### src/rtl/dq_rd_gather_pkg.sv
// Shared DDR3 PHY constants and the beat/bit index mapping used by the
// read gatherer and the write-side packer.
package dq_rd_gather_pkg;

   localparam int BURST_LEN = 8;
   localparam int NIBBLE    = 4;

   // Position of DQ bit dq_bit of beat number beat inside an assembled burst word.
   function automatic int beat_bit_idx(input int beat, input int dq_bit, input int dq_width);
      return beat * dq_width + dq_bit;
   endfunction

endpackage

### src/rtl/fifo_fwft_sync.sv
// Synchronous first-word-fall-through FIFO with a registered head output that
// holds its last value while empty.
module fifo_fwft_sync #(
   parameter int WIDTH = 64,
   parameter int DEPTH = 4
) (
   input  logic             clk,
   input  logic             rst_n,
   input  logic             wr_en,
   input  logic [WIDTH-1:0] wr_data,
   input  logic             rd_en,
   output logic [WIDTH-1:0] rd_data,
   output logic             valid,
   output logic             full,
   output logic             wr_accept
);

   localparam int AW = (DEPTH > 1) ? $clog2(DEPTH) : 1;

   logic [WIDTH-1:0] mem_r [DEPTH];
   logic [AW-1:0]    wr_ptr_r;
   logic [AW-1:0]    rd_ptr_r;
   logic [AW:0]      count_r;
   logic [WIDTH-1:0] head_r;
   logic             pop_s;
   logic             push_s;
   logic [AW-1:0]    head_nxt_s;
   logic [AW:0]      count_nxt_s;

   // Pop/push qualification; a push at full is accepted only alongside a pop.
   always_comb begin
      pop_s       = rd_en && (count_r != '0);
      full        = (count_r == (AW+1)'(DEPTH));
      push_s      = wr_en && (!full || pop_s);
      head_nxt_s  = pop_s ? (rd_ptr_r + {{(AW-1){1'b0}}, 1'b1}) : rd_ptr_r;
      count_nxt_s = count_r + {{AW{1'b0}}, push_s} - {{AW{1'b0}}, pop_s};
   end

   assign valid     = (count_r != '0);
   assign rd_data   = head_r;
   assign wr_accept = push_s;

   // Storage array write port.
   always_ff @(posedge clk) begin
      if (push_s) begin
         mem_r[wr_ptr_r] <= wr_data;
      end else begin
         mem_r[wr_ptr_r] <= mem_r[wr_ptr_r];
      end
   end

   // Pointers, occupancy and head register; the head bypasses the array when
   // the slot becoming visible is written in this same cycle.
   always_ff @(posedge clk or negedge rst_n) begin
      if (!rst_n) begin
         wr_ptr_r <= '0;
         rd_ptr_r <= '0;
         count_r  <= '0;
         head_r   <= '0;
      end else begin
         wr_ptr_r <= push_s ? (wr_ptr_r + {{(AW-1){1'b0}}, 1'b1}) : wr_ptr_r;
         rd_ptr_r <= head_nxt_s;
         count_r  <= count_nxt_s;
         if ((count_nxt_s != '0) && (pop_s || (count_r == '0))) begin
            head_r <= (push_s && (wr_ptr_r == head_nxt_s)) ? wr_data : mem_r[head_nxt_s];
         end else begin
            head_r <= head_r;
         end
      end
   end

endmodule

### src/rtl/dq_rd_gather.sv
// Per-byte-lane DDR3 read gatherer: aligns ISERDES nibbles per DQ bit, builds
// burst-of-8 words on read-command timing and queues them in an FWFT FIFO.
module dq_rd_gather
   import dq_rd_gather_pkg::*;
#(
   parameter int DQ_WIDTH   = 8,
   parameter int FIFO_DEPTH = 4,
   parameter int LAT_BITS   = 5
) (
   input  logic                          oclk_div,
   input  logic                          rst_n,
   input  logic [NIBBLE*DQ_WIDTH-1:0]    din,
   input  logic [2*DQ_WIDTH-1:0]         shift,
   input  logic [LAT_BITS-1:0]           rd_lat,
   input  logic                          rd_start,
   output logic [BURST_LEN*DQ_WIDTH-1:0] dout,
   output logic                          dout_valid,
   input  logic                          dout_ready,
   output logic                          busy,
   output logic                          overflow,
   output logic                          collision,
   input  logic                          clr_err
);

   // Pending-burst line: bit 0 marks the push cycle (T+2); two extra slots
   // past 2^LAT_BITS cover the +2 offset and the collision look-ahead.
   localparam int PW = (2 ** LAT_BITS) + 2;
   localparam int WW = BURST_LEN * DQ_WIDTH;

   logic [NIBBLE*DQ_WIDTH-1:0] cur_q_r;
   logic [NIBBLE*DQ_WIDTH-1:0] prev_q_r;
   logic [PW-1:0]              pend_r;
   logic                       busy_r;
   logic                       overflow_r;
   logic                       collision_r;

   logic [LAT_BITS-1:0]        lat_eff_s;
   logic [LAT_BITS:0]          slot_s;
   logic [PW-1:0]              pend_shift_s;
   logic [PW-1:0]              pend_nxt_s;
   logic                       clash_s;
   logic                       accept_s;
   logic                       push_s;
   logic                       drop_s;
   logic                       fifo_full_s;
   logic                       fifo_wr_ok_s;
   logic [WW-1:0]              word_s;
   logic [7:0]                 w_lo_s;
   logic [7:0]                 w_hi_s;
   logic [3:0]                 a_lo_s;
   logic [3:0]                 a_hi_s;
   logic [1:0]                 sh_s;

   // Start scheduling: a new burst clashes if its push slot is within one
   // cycle of an already pending burst.
   always_comb begin
      lat_eff_s    = (rd_lat == '0) ? {{(LAT_BITS-1){1'b0}}, 1'b1} : rd_lat;
      slot_s       = {1'b0, lat_eff_s} + {{LAT_BITS{1'b0}}, 1'b1};
      pend_shift_s = pend_r >> 1;
      clash_s      = pend_shift_s[slot_s - {{LAT_BITS{1'b0}}, 1'b1}] |
                     pend_shift_s[slot_s] |
                     pend_shift_s[slot_s + {{LAT_BITS{1'b0}}, 1'b1}];
      accept_s     = rd_start && !clash_s;
      pend_nxt_s   = pend_shift_s;
      if (accept_s) begin
         pend_nxt_s[slot_s] = 1'b1;
      end else begin
         pend_nxt_s = pend_shift_s;
      end
      push_s = pend_r[0];
      drop_s = push_s && !fifo_wr_ok_s;
   end

   // Word assembly in the push cycle T+2: beats 0..3 come from {din(T+1), din(T)},
   // beats 4..7 from {din(T+2), din(T+1)}, both offset by the per-bit shift.
   always_comb begin
      word_s = '0;
      w_lo_s = 8'h00;
      w_hi_s = 8'h00;
      a_lo_s = 4'h0;
      a_hi_s = 4'h0;
      sh_s   = 2'b00;
      for (int j = 0; j < DQ_WIDTH; j++) begin
         sh_s   = shift[2*j +: 2];
         w_lo_s = {cur_q_r[NIBBLE*j +: NIBBLE], prev_q_r[NIBBLE*j +: NIBBLE]};
         w_hi_s = {din[NIBBLE*j +: NIBBLE], cur_q_r[NIBBLE*j +: NIBBLE]};
         a_lo_s = w_lo_s[sh_s +: 4];
         a_hi_s = w_hi_s[sh_s +: 4];
         for (int k = 0; k < NIBBLE; k++) begin
            word_s[beat_bit_idx(k, j, DQ_WIDTH)]          = a_lo_s[k];
            word_s[beat_bit_idx(k + NIBBLE, j, DQ_WIDTH)] = a_hi_s[k];
         end
      end
   end

   // Input history, pending line, busy and sticky error flags (set beats clear).
   always_ff @(posedge oclk_div or negedge rst_n) begin
      if (!rst_n) begin
         cur_q_r     <= '0;
         prev_q_r    <= '0;
         pend_r      <= '0;
         busy_r      <= 1'b0;
         overflow_r  <= 1'b0;
         collision_r <= 1'b0;
      end else begin
         cur_q_r  <= din;
         prev_q_r <= cur_q_r;
         pend_r   <= pend_nxt_s;
         busy_r   <= |pend_nxt_s;
         if (drop_s) begin
            overflow_r <= 1'b1;
         end else if (clr_err) begin
            overflow_r <= 1'b0;
         end else begin
            overflow_r <= overflow_r;
         end
         if (rd_start && clash_s) begin
            collision_r <= 1'b1;
         end else if (clr_err) begin
            collision_r <= 1'b0;
         end else begin
            collision_r <= collision_r;
         end
      end
   end

   assign busy      = busy_r;
   assign overflow  = overflow_r;
   assign collision = collision_r;

   fifo_fwft_sync #(
      .WIDTH (WW),
      .DEPTH (FIFO_DEPTH)
   ) u_fifo (
      .clk       (oclk_div),
      .rst_n     (rst_n),
      .wr_en     (push_s),
      .wr_data   (word_s),
      .rd_en     (dout_ready),
      .rd_data   (dout),
      .valid     (dout_valid),
      .full      (fifo_full_s),
      .wr_accept (fifo_wr_ok_s)
   );

endmodule
### config.mk
export PLATFORM = sky130hd
export DESIGN_NAME = dq_rd_gather
export DESIGN_NICKNAME = d
export VERILOG_FILES = /design/src/rtl/dq_rd_gather_pkg.sv /design/src/rtl/fifo_fwft_sync.sv /design/src/rtl/dq_rd_gather.sv
export SDC_FILE = /design/constraint.sdc
export NUM_CORES = 1
export LEC_CHECK = 0
export ABC_AREA = 1
export ABC_CLOCK_PERIOD_IN_PS = 4000
export CORE_UTILIZATION = 30
export CTS_CLUSTER_SIZE = 20
export DETAILED_ROUTE_END_ITERATION = 8
export GPL_TIMING_DRIVEN = 0
export SLEW_MARGIN = 20
export SYNTH_ARGS = -nofsm -noshare
export SYNTH_HDL_FRONTEND = slang
export SYNTH_SLANG_ARGS = --single-unit
### constraint.sdc
create_clock -name oclk_div -period 4 [get_ports oclk_div]
set_input_delay 0.6 -clock oclk_div [delete_from_list [all_inputs] [get_ports oclk_div]]
set_output_delay 0.6 -clock oclk_div [all_outputs]
set_load 0.02 [all_outputs]
==> results.md <==
* Outcome: finished clean
* Final Skew at 0.0242 ns
* Synthesized Nets at 1966
* Register-to-Register Setup Slack at 0.16 ns
* DRC Markers at 0
* Largest net degree at the start of global routing at 65
* Static Leakage at 8.97 nW
* Synth Area per Inst at 9.87 um2
* Fmax at 0.261 GHz
* Pwr Density at 769 mW/mm2
* Worst R2R Path Depth at 17
* Dpl cells at 2874
* WL/cell at 19.3 um
* R2r endpoint: u_fifo.rd_data[23]
* Detailed-route via count at 14500
* Crit-path max FO at 10
* Worst-Margin Slew at 1.13 ns
* Final cell count without fillers at 2958
* CTS Root Cell: clkbuf_16
* Crit path time final at 3.84 ns
* Drt pass-1 iters at 5
* Startpoint types: flip-flop
* Total power at 0.0176 W
* Final setup fails at 0
* Area leader, netlist: edfxtp_1
* Routed length on met3 at 4.28 mm
* Worst Hold Class: flip-flop to flip-flop
* Finished layout cell area at 0.0229 mm2
* Num Clock Sinks at 428
* GRT Total Usage at 17.7%
* TNS Setup at 0 ns
* Worst EP arrival at 4.30 ns
* First-pass GRT wire length at 86.0 mm
* WS Path Type: flip-flop to flip-flop
* Final Hold Viols at 0
* Fraction of layout cells with a size suffix above 1 at 6.93%
* Mapped Cells at 1901
* Area contributors post-synth: edfxtp_1 41%, dfrtp_1 23%, o21ai_0 7.8%
* Clk pin slew, worst setup/hold paths at 0.06 ns
* Die W at 252 um
* Die area at 0.0635 mm2
* Async set-reset flop share out of synthesis at 40.2%
* Met2 wire length at 26.8 mm
* ANT cells at 0
* Post-DP HPWL at 39.8 mm
* Detailed router's first-iteration violation count at 1316
* Pins Over Slew Limit at 0
* Layout area overhead at 21.9%
* Final period util at 96.0%
* GRT Residual Overflow at 0
* Final ANT Viol Nets at 0
* Worst Setup SP: u_fifo.count_r[1]
* EDFF count, synth at 256
* Effective utilization at floorplan at 30.4%
* Most frequent cells in the layout: 294 x nor2_1, 294 x o21ai_0, 287 x nand2_1
* CTS max path bufs at 3
* Crit end category: flip-flop
* Launching point of the worst reg2reg path: u_fifo.count_r[1]
* Final net count at 2150
* Peak supply drop at 0.000387 V
* Ys flop type: edfxtp_1
* Top cell type's share of synthesized area at 41.0%
* # Max-Cap Violations at 0
* Initial antenna violation count at 2
* H-tree depth at 2
* Cell Rows at 91
* Post-place instance area at 0.0214 mm2
* Post-synthesis instance area at 0.0188 mm2
* Synth cell types at 37
* Final Routed Wirelength at 57.0 mm
* CP endpoint: u_fifo.rd_data[23]
* Worst-Skew Late Latency at 0.58 ns
* I/O Pins at 126
* Setup Buffers After CTS at 0
* CTS tree: built
* Core area at 0.0617 mm2
* WL met1 at 24.4 mm
* IO Port Bufs at 121
* Uppermost layer routed: met5
* Req. time, crit path at 4.46 ns
* CTS Buf Count at 45
* Vias in the first global route at 14300
* Die span in y at 252 um
* Post-synthesis sequential area ratio at 63.9%
* Via density at 4.91
* Worst hold margin at 0.388 ns
* Slew Limit Headroom at 23.6%
* RD Place Congestion at 0.889
* FF+latch count, synth at 428
* Yosys warning total at 0
==> routing by layer <==
metal,global-route usage [%],vias to the layer above
li1,-,6799
met1,23.7,7127
met2,28.8,510
met3,3.64,88
met4,5.63,2
met5,0,-
==> power by group <==
| part | internal, W | switching, W |
|---|---|---|
| clock network | 0.00230 | 0.00176 |
| logic | 0.00234 | 0.00487 |
| registers | 0.00586 | 0.000454 |
==> cell families (layout without fill, tap and decap cells) <==
group,after synthesis,count (layout),synth area share [%]
xor gates and xnor gates,4,4,0.187
buffers and inverters,280,500,5.94
adders and majority gates,7,7,0.507
muxes,18,18,0.960
other,1,1,0.0200
AOI/OAI and AO/OA,478,478,13.6
and+or+nand+nor,685,685,14.9
DFF,428,428,63.9
==> through the flow <==
step / utilization [%] / setup WS, ns
after global routing: 37.1 / -0.0563
after floorplan: - / -0.195
after CTS: 37.1 / 0.00331
final: 37.1 / 0.162
after detailed placement: 34.7 / -0.587
after global placement: 34.1 / -5.48
==> layout make-up <==
type | count | area (um2)
Buffer | 95 | 425
Clock buffer | 62 | 1230
Clock inverter | 21 | 188
Fill cell | 6144 | 38800
Inverter | 185 | 694
Multi-Input combinational cell | 1193 | 5710
Sequential cell | 428 | 12000
Tap cell | 837 | 1050
Timing Repair Buffer | 137 | 1590
==> worst min-delay path by stage <==
stage / from / end / slack (ns) / cells after the start
after floorplan: rst_n / busy / 0.30 / 0
after global placement: cur_q_r[17] / prev_q_r[17] / 0.37 / 0
after detailed placement: cur_q_r[14] / prev_q_r[14] / 0.38 / 0
after CTS: cur_q_r[3] / prev_q_r[3] / 0.38 / 0
after global routing: cur_q_r[3] / prev_q_r[3] / 0.40 / 0
final: cur_q_r[3] / prev_q_r[3] / 0.39 / 0
==> what timing repair did <==
item / in CTS / in global routing
endpoints found under the setup margin: 42 / 46
endpoints found under the hold margin: 54 / 0
hold buffers: 1 / 0
resized for setup: 5 / 3
==> critical path, cell delays in order (launching register included) <==
cell and delay [ns]:
dfrtp_1 0.44, nor3_2 0.30, inv_1 0.14, nand2_1 0.09
inv_1 0.09, ha_1 0.29, inv_1 0.06, ha_1 0.13
inv_1 0.05, fa_1 0.37, xor2_1 0.32, o32ai_4 0.19
buf_6 0.19, inv_1 0.10, clkbuf_1 0.45, o21ai_0 0.17
a21oi_1 0.29, nor2_1 0.07
==> synth_stat cells (2+ instances only) <==
cell and number:
buf_2 9, xor2_1 4, inv_1 178, buf_1 2, a21oi_1 78, nand4_1 2, mux2i_1 18, dfrtp_1 172
or2_2 24, buf_4 2, o21a_1 5, ha_1 6, o22ai_1 72, inv_2 6, nand2_4 2, nor3_1 3
nor2_4 2, buf_6 6, nor2_1 298, edfxtp_1 256, nand3b_1 5, nor2_2 2, nand2_1 287, o21ai_1 10
o21ai_0 294, clkbuf_1 76, nand3_1 57, a22oi_1 16
==> flip-flops by register name, indices dropped and copies added (netlist names) <==
register and cells:
busy 1, collision 1, cur_q_r 32, overflow 1, pend_r 34, prev_q_r 32
u_fifo.count_r 3, u_fifo.mem_r 256, u_fifo.rd_data 64, u_fifo.rd_ptr_r 2, u_fifo.wr_ptr_r 2
Note: power is estimated with default switching activity, not from simulation.
